<file path="src/rtl/vga_sync_gen.sv">
// vga_sync_gen: raster timing generator for the DE2-115 VGA path.
// Emits registered pixel coordinates plus sync/blank strobes, all pixel-aligned.
//
// Ports:
//   clk          in   board clock
//   reset_n      in   synchronous active-low reset
//   counterX     out  current pixel column, 0..H_TOTAL-1
//   counterY     out  current line, 0..V_TOTAL-1
//   hsync_n      out  horizontal sync, active low
//   vsync_n      out  vertical sync, active low
//   blank_n      out  high only inside the visible region
//   pix_stb      out  one-clk pulse when new coordinates first appear
//   line_start   out  pix_stb qualified with counterX == 0
//   frame_start  out  pix_stb qualified with (counterX, counterY) == (0, 0)

module vga_sync_gen #(
    parameter int CLK_DIV  = 2,
    parameter int H_ACTIVE = 640,
    parameter int H_FP     = 16,
    parameter int H_SYNC   = 96,
    parameter int H_BP     = 48,
    parameter int V_ACTIVE = 480,
    parameter int V_FP     = 10,
    parameter int V_SYNC   = 2,
    parameter int V_BP     = 33
) (
    input  logic        clk,
    input  logic        reset_n,
    output logic [11:0] counterX,
    output logic [11:0] counterY,
    output logic        hsync_n,
    output logic        vsync_n,
    output logic        blank_n,
    output logic        pix_stb,
    output logic        line_start,
    output logic        frame_start
);

    localparam int DIV_W = (CLK_DIV > 1) ? $clog2(CLK_DIV) : 1;

    localparam logic [DIV_W-1:0] DIV_LAST = DIV_W'(CLK_DIV - 1);

    localparam logic [11:0] H_TOTAL = 12'(H_ACTIVE + H_FP + H_SYNC + H_BP);
    localparam logic [11:0] V_TOTAL = 12'(V_ACTIVE + V_FP + V_SYNC + V_BP);
    localparam logic [11:0] H_LAST  = H_TOTAL - 12'd1;
    localparam logic [11:0] V_LAST  = V_TOTAL - 12'd1;

    localparam logic [11:0] H_VIS   = 12'(H_ACTIVE);
    localparam logic [11:0] V_VIS   = 12'(V_ACTIVE);
    localparam logic [11:0] HS_BEG  = 12'(H_ACTIVE + H_FP);
    localparam logic [11:0] HS_END  = 12'(H_ACTIVE + H_FP + H_SYNC - 1);
    localparam logic [11:0] VS_BEG  = 12'(V_ACTIVE + V_FP);
    localparam logic [11:0] VS_END  = 12'(V_ACTIVE + V_FP + V_SYNC - 1);

    logic [DIV_W-1:0] r_div;
    logic [11:0]      r_x;
    logic [11:0]      r_y;
    logic             r_hs_n;
    logic             r_vs_n;
    logic             r_blank_n;
    logic             r_pix_stb;
    logic             r_line_start;
    logic             r_frame_start;

    logic             w_tick;
    logic [DIV_W-1:0] w_div_nxt;
    logic [11:0]      w_x_nxt;
    logic [11:0]      w_y_nxt;
    logic             w_hs_n_nxt;
    logic             w_vs_n_nxt;
    logic             w_blank_n_nxt;

    assign w_tick = (r_div == DIV_LAST);

    // Strobes are derived from the coordinates about to be loaded, so the
    // registered strobes always describe the pixel the counters show.
    always_comb begin
        w_div_nxt = r_div + 1'b1;
        w_x_nxt   = r_x;
        w_y_nxt   = r_y;
        if (w_tick) begin
            w_div_nxt = '0;
            if (r_x == H_LAST) begin
                w_x_nxt = 12'd0;
                w_y_nxt = (r_y == V_LAST) ? 12'd0 : r_y + 12'd1;
            end else begin
                w_x_nxt = r_x + 12'd1;
            end
        end
        w_blank_n_nxt = (w_x_nxt < H_VIS) && (w_y_nxt < V_VIS);
        w_hs_n_nxt    = !((w_x_nxt >= HS_BEG) && (w_x_nxt <= HS_END));
        w_vs_n_nxt    = !((w_y_nxt >= VS_BEG) && (w_y_nxt <= VS_END));
    end

    // Reset parks the raster on the last pixel of a frame, so the first
    // tick afterwards presents (0,0) together with frame_start.
    always_ff @(posedge clk) begin
        if (!reset_n) begin
            r_div         <= '0;
            r_x           <= H_LAST;
            r_y           <= V_LAST;
            r_hs_n        <= 1'b1;
            r_vs_n        <= 1'b1;
            r_blank_n     <= 1'b0;
            r_pix_stb     <= 1'b0;
            r_line_start  <= 1'b0;
            r_frame_start <= 1'b0;
        end else begin
            r_div         <= w_div_nxt;
            r_x           <= w_x_nxt;
            r_y           <= w_y_nxt;
            r_hs_n        <= w_hs_n_nxt;
            r_vs_n        <= w_vs_n_nxt;
            r_blank_n     <= w_blank_n_nxt;
            r_pix_stb     <= w_tick;
            r_line_start  <= w_tick && (w_x_nxt == 12'd0);
            r_frame_start <= w_tick && (w_x_nxt == 12'd0)
                                    && (w_y_nxt == 12'd0);
        end
    end

    assign counterX    = r_x;
    assign counterY    = r_y;
    assign hsync_n     = r_hs_n;
    assign vsync_n     = r_vs_n;
    assign blank_n     = r_blank_n;
    assign pix_stb     = r_pix_stb;
    assign line_start  = r_line_start;
    assign frame_start = r_frame_start;

endmodule

</file>
<file path="config.mk">
export PLATFORM = sky130hd
export DESIGN_NAME = vga_sync_gen
export DESIGN_NICKNAME = d
export VERILOG_FILES = /design/src/rtl/vga_sync_gen.sv
export SDC_FILE = /design/constraint.sdc
export NUM_CORES = 1
export LEC_CHECK = 0
export BUFFER_PORTS_ARGS = -buffer_cell sky130_fd_sc_hd__clkbuf_2
export CAP_MARGIN = 20
export CORE_ASPECT_RATIO = 1.2
export CORE_MARGIN = 2
export CORE_UTILIZATION = 55
export CTS_CLUSTER_DIAMETER = 150
export DETAILED_ROUTE_END_ITERATION = 6
export PLACE_DENSITY = 0.79
export SLEW_MARGIN = 20
export SYNTH_ARGS = -nofsm -noshare
export SYNTH_HDL_FRONTEND = slang
export SYNTH_SLANG_ARGS = --single-unit
</file>
<file path="constraint.sdc">
create_clock -name clk -period 4.15 [get_ports clk]
set_input_delay 0.2075 -clock clk [delete_from_list [all_inputs] [get_ports clk]]
set_output_delay 0.2075 -clock clk [all_outputs]
set_load 0.05 [all_outputs]
</file>
==> metrics, run 1 <==
status completed; Site Rows 22; vias per cell 5.899; Required @ worst endpoint 4360 ps; Seq cells post-synth 31; WP data arrival roughly 3300 ps; LEAKAGE 0.0007555 µW; share of cells above drive strength 1 0.1853; total power around 900 µW; hold wc startpoint reset_n; clock transition at the registers of the reported paths 100 ps; Vias 1,581; Setup crit end kind register; Synth Instances approximately 210; worst r2r src counterX[0]; share of the synthesized area in the top cell type 0.3642; synth warn 0; first-pass GRT wire length 6520 µm; f_max 0.3245 GHz; die area 3562 µm²; FF-to-FF path depth 7; Synth cell types 45; Syn Nets 213; final setup TNS 0 ps; FF-to-FF setup slack 1070 ps; Root Driver clkbuf_4; Detailed Place HPWL 2806 µm; H-tree levels 2; Post-synth ARST share 0; number of flops mapped to enable cells by yosys 0; Die W 54.82 µm; Cell Pwr Density 477.1 nW/µm²; final worst setup slack 1069 ps; Ports 32; core area 3000 µm²; CTS tree yes; crit-path cells ha_1, and4_4, nand4_1, nor3_1, xnor2_1, or4_1, or4_1; most common cell type on the critical path or4_1; syn avg cell area 8.193 µm²; Port Buffers 31; worst r2r dst vsync_n; number of diodes 0; critical path type reg -> reg; placed inst area 1831 µm²; postcts setup bufs 0; PostCTS Resize Cnt 0; ys flop type dfxtp_1; Crit-path slowest cell or4_1; Worst Max-Slew Pin Slew 542.6 ps; Final Instance Count excl. Fillers 268; Wirelength per Cell 14.49 µm; Starting Density 0.5680; register area 620.6 µm²; CP peak stage delay 540 ps; CTS Hold Bufs 0; largest net degree at the start of global routing 17; crit path time final 3081 ps; biggest area consumer among synthesized cells dfxtp_1; Die Y 64.98 µm; Post-Syn Area 1704 µm²; Crit Path Max Fanout 13; area of the multi-input gates about 990 µm²; FILL cells 290; RSZ-0062 raised after global routing false; Max-slew headroom 0.6372; MaxCap Viol Count 0; first-pass detailed-route iteration total 4; Iteration-0 DRC Markers 89; final setup vio count 0; Tot GR Track Use 0.2476; Inst Count DP 260; Hold Path End counterX[4]; Min-Delay Path Depth 2; maximum vdd drop 0.0003240 V; Final ANT Viol Nets 0; Synth-to-Final Area Change 12.48%; CTS sink count 31; drt drc 0; fin nets 236; Final Hold Fails 0; grt ovf 0; sequential area share after synthesis 0.3642; vias in the first global route 1,448; routability congestion estimate roughly 0.90; design area 1917 µm²; initial antenna violation count 0; Slew Viols, Final 0; clock skew between 7 and 8 ps; CTS buffer count 5; largest cells by area after synthesis dfxtp_1, xor2_1, nand2_1, nor2_1, xnor2_1; Max Root-Sink Buffers 2; fin crit share 0.7425; routed wire length approximately 3900 µm; worst min path class in -> reg; worst skew pair latency 330 ps; Place WS 1087 ps; Critical Path Start Type register
[cell families (layout without fill, tap and decap cells)]
| group | count (synthesis) | after routing | share of synthesized area |
|---|---|---|---|
| AND/OR/NAND/NOR | 98 | 98 | 0.3084 |
| AO/OA/AOI/OAI | 33 | 33 | 0.1300 |
| flip-flops | 31 | 31 | 0.3642 |
| XOR/XNOR | 20 | 20 | 0.1028 |
| buffers and inverters | 20 | 44 | 0.05433 |
| adder cells (fa/ha/maj) | 3 | 3 | 0.02203 |
| multiplexers | 3 | 3 | 0.01836 |
[layout make-up]
cell class | instances | area share
clock inverters | 2 | 0.01828
multi-input cells | 157 | 0.5170
clock buffers | 6 | 0.02676
flip-flops and latches | 31 | 0.3238
repair buffers | 31 | 0.08094
inverters | 5 | 0.009791
well taps | 36 | 0.02350
[report_power, final]
group          internal, µW  leakage (µW)  switching (µW)  total, µW
Sequential              322      0.000252            50.1        372
Clock                   142     0.0000482             106        248
Combinational          93.4      0.000455             201        294
Total                   558      0.000755             356        915
[routing by layer]
layer | up-vias | wire, µm | track usage
met3 | 7 | 245 | 0.06221
met1 | 725 | 1662 | 0.3128
met5 | - | 0 | 0
li1 | 799 | - | -
met4 | 0 | 57 | 0.08438
met2 | 50 | 1917 | 0.3973
[critical path: cells and delay by family (launching register included)]
family	cells	cell delay, ps
adders and majority gates	1	200
DFF	1	420
and+or+nand+nor	5	2200
xor gates and xnor gates	1	130
[sequential cells by signal, summed over array words and instances, names as in the netlist]
signal / cells
blank_n: 1
frame_start: 1
line_start: 1
counterY: 12
hsync_n: 1
pix_stb: 1
vsync_n: 1
r_div: 1
counterX: 12
[cells in the mapped netlist, types with 2 or more instances]
master,number
dfxtp_1,31
nand2_1,23
nor2_1,21
xor2_1,11
nand3_1,10
nand4_1,9
xnor2_1,9
nor3_1,8
o21ai_0,8
clkbuf_1,7
a21oi_1,6
buf_2,5
inv_1,5
or4_1,4
a31oi_1,3
and3_1,3
and4_1,3
buf_4,3
ha_1,3
a211o_1,2
and2_1,2
mux2i_1,2
nand2b_1,2
nor4_1,2
nor4b_1,2
nor4bb_1,2
o211ai_1,2
o31ai_1,2
or3_1,2
[placed cells by master, fill, tap and decap left out, types with 2 or more instances in the layout]
| master | synthesis | routed |
|---|---|---|
| dfxtp_1 | 31 | 31 |
| mux2i_1 | 2 | 2 |
| inv_1 | 5 | 5 |
| a211o_1 | 2 | 2 |
| o211ai_1 | 2 | 2 |
| or3_1 | 2 | 2 |
| nor4b_1 | 2 | 2 |
| clkbuf_2 | 0 | 31 |
| nand2b_1 | 2 | 2 |
| xnor2_1 | 9 | 9 |
| nand4_1 | 9 | 9 |
| nor4_1 | 2 | 2 |
| or4_1 | 4 | 4 |
| nand3_1 | 10 | 10 |
| nor2_1 | 21 | 21 |
| nor4bb_1 | 2 | 2 |
| o21ai_0 | 8 | 8 |
| nand2_1 | 23 | 23 |
| xor2_1 | 11 | 11 |
| and2_1 | 2 | 2 |
| clkbuf_4 | 0 | 5 |
| a31oi_1 | 3 | 3 |
| and4_1 | 3 | 3 |
| o31ai_1 | 2 | 2 |
| and3_1 | 3 | 3 |
| nor3_1 | 8 | 8 |
| ha_1 | 3 | 3 |
| a21oi_1 | 6 | 6 |
[through the flow]
stage | utilization | hold slack, ps
3_5_place_dp | 0.6101 | 532.1
2_1_floorplan | - | 281.0
5_1_grt | 0.6389 | 252.9
4_1_cts | 0.6389 | 228.8
3_3_place_gp | 0.6101 | 512.3
6_report | 0.6389 | 231.8
[worst max-delay path by stage]
stage	startpoint	end	slack, ps	cells after the start
4_1_cts	counterX[0]	vsync_n	1060	7
6_report	counterX[0]	vsync_n	1070	7
3_5_place_dp	counterX[0]	vsync_n	1090	7
2_1_floorplan	counterY[0]	vsync_n	1300	9
5_1_grt	counterX[0]	vsync_n	900	7
3_3_place_gp	counterX[0]	vsync_n	1220	7
No activity file was read; power rests on OpenSTA's default activity.
==> inputs of run 2 (changes only) <==
--- a/config.mk
+++ b/config.mk
@@ -9,10 +9,10 @@
 export CAP_MARGIN = 20
 export CORE_ASPECT_RATIO = 1.2
 export CORE_MARGIN = 2
-export CORE_UTILIZATION = 55
+export CORE_UTILIZATION = 49
 export CTS_CLUSTER_DIAMETER = 150
 export DETAILED_ROUTE_END_ITERATION = 6
-export PLACE_DENSITY = 0.79
+export PLACE_DENSITY = 0.75
 export SLEW_MARGIN = 20
 export SYNTH_ARGS = -nofsm -noshare
 export SYNTH_HDL_FRONTEND = slang
==> constraint.sdc (replaced) <==
create_clock -name clk -period 2.79 [get_ports clk]
set_input_delay 0.1395 -clock clk [delete_from_list [all_inputs] [get_ports clk]]
set_output_delay 0.1395 -clock clk [all_outputs]
set_load 0.05 [all_outputs]
==> metrics, run 2 (synthesis results as in run 1) <==
Place WS 214.9 ps (-871.8 ps); Final ANT Viol Nets 0 (unchanged); crit path time final 2579 ps (-502.0 ps); Flop pwr share 0.382 (-0.025); CTS sink count 31 (unchanged); postcts setup bufs 0 (unchanged); Detailed Place HPWL 3018 µm (+7.5%); fin crit share 0.9245 (+0.1820); CTS tree yes; Critical Path Start Type register; first-pass detailed-route iteration total 4 (unchanged); Die W 57.84 µm (+5.5%); Worst Max-Slew Pin Slew 538.1 ps (-4.475 ps); Max Root-Sink Buffers 2 (unchanged); crit-path cells ha_1, and4_4, nand4_1, buf_4, nor2_4, a21oi_1, or4_1, or4_1; WP data arrival 2740 ps (-550 ps); CP peak stage delay 550 ps (about the same); CTS Hold Bufs 0 (unchanged); Vias 1,639 (+3.7%); Min Hold Slack 235.4 ps (+3.613 ps); Wirelength per Cell 14.90 µm (+2.8%); Cell Pwr Density 692.5 nW/µm² (+45%); H-tree levels 2 (unchanged); Min-Delay Path Depth 2 (unchanged); vias per cell 5.875 (-0.42%); Crit-path slowest cell or4_1; final worst setup slack 210.7 ps (-858.0 ps); Setup crit end kind register; LEAKAGE 0.0008079 µW (+6.9%); worst min path class in -> reg; commonest non-fill, non-tap cells in the layout clkbuf_2, dfxtp_1, nand2_1, nor2_1; FF-to-FF path depth 8 (+1); clock transition at the registers of the reported paths 60 ps (-40 ps); core area 3338 µm² (+11%); routed wire length 4156 µm (+7.1%); Root Driver clkbuf_8; Required @ worst endpoint 2960 ps (-1400 ps); Iteration-0 DRC Markers 61 (-31%); design area 2007 µm² (+4.7%); Site Rows 23 (+4.5%); internal power 842.5 µW (+51%); Synth-to-Final Area Change 17.77%; clock skew 4.876 ps (-2.642 ps); MaxCap Viol Count 0 (unchanged); placed inst area 1919 µm² (+4.9%); status completed; vias in the first global route 1,468 (+1.4%); Final Hold Fails 0 (unchanged); sw frac 0.3938 (+0.004099); Crit Path Max Fanout 10 (-3); Die Y 68.60 µm (+5.6%); final setup vio count 0 (unchanged); grt ovf 0 (unchanged); first-pass GRT wire length 6589 µm (+1.1%); f_max 0.3877 GHz (+19%); Starting Density 0.5105 (-0.05748); share of cells above drive strength 1 0.2355 (+0.05019); Ports 32 (unchanged); commonest non-fill, non-tap cell in the layout clkbuf_2; PostCTS Resize Cnt 0 (unchanged); routability congestion estimate 0.8929 (-0.90%); RSZ-0062 raised after global routing false; Slew Viols, Final 0 (unchanged); Tot GR Track Use 0.2208 (-0.02677); Psw 547.3 µW (+54%); largest net degree at the start of global routing 17 (unchanged); final setup TNS 0 ps (unchanged); die area 3967 µm² (+11%); Clock Power Share 0.254 (-0.017); initial antenna violation count 0 (unchanged); CTS buffer count 5 (unchanged); drt drc 0 (unchanged); most common cell type on the critical path or4_1; fin nets 247 (+4.7%); Max-slew headroom 0.6412 (+0.004062); total power 1390 µW (+52%); number of diodes 0 (unchanged); combinational power share 0.363 (+0.041); worst skew pair latency 290 ps (-40 ps); Port Buffers 31 (unchanged); maximum vdd drop 0.0004385 V (+35%); critical path type reg -> reg
[run 2: changes by cell type in the layout (fill, tap and decap cells not counted)]
cell	delta
dfxtp_2	+4
clkbuf_4	-5
buf_4	+11
dfxtp_1	-4
clkbuf_8	+5
bufinv_16	-1
[run 2: layout make-up]
class / instances / area (µm²)
Clock inverter: 1 / 5.005
Timing Repair Buffer: 42 / 237.7
Inverter: 5 / 18.77
Fill cell: 320 / 1331
Clock buffer: 6 / 82.58
Multi-Input combinational cell: 157 / 991.0
Sequential cell: 31 / 625.6
Tap cell: 37 / 46.29
[run 2: worst max-delay path, delay by kind of cell (launching register included)]
kind / cells / cell delay [ps]
AND/OR/NAND/NOR: 5 / 1560
AO/OA/AOI/OAI: 1 / 120
flip-flops: 1 / 370
buffers and inverters: 1 / 220
adder cells (fa/ha/maj): 1 / 170
[run 2: stage by stage]
stage	util	cells
final	0.6012	279
after global routing	0.6012	279
after CTS	0.6012	279
after detailed placement	0.5750	272
after global placement	0.5750	272
after floorplan	-	208
[run 2: metal layers]
| metal | track usage | wire length, µm | vias up |
|---|---|---|---|
| met5 | 0 | 0 | - |
| met4 | 0.1337 | 121 | 0 |
| met3 | 0.04478 | 192 | 12 |
| met2 | 0.3722 | 1986 | 47 |
| met1 | 0.2589 | 1855 | 767 |
| li1 | - | - | 813 |
[run 2: final timing paths]
check                                 start          end  slack, ps
worst min register to register  counterX[1]  counterX[1]        500
worst max-delay path            counterX[0]      vsync_n        210
worst max register to register  counterX[0]      vsync_n        210
worst min-delay path                reset_n  counterX[1]        240
[run 2: power by group through the flow]
stage	Combinational (µW)	Clock [µW]	Sequential (µW)
4_1_cts	503	362	530
3_3_place_gp	497	0	539
5_1_grt	541	379	537
2_1_floorplan	270	0	651
3_5_place_dp	499	0	540
6_report	505	354	531
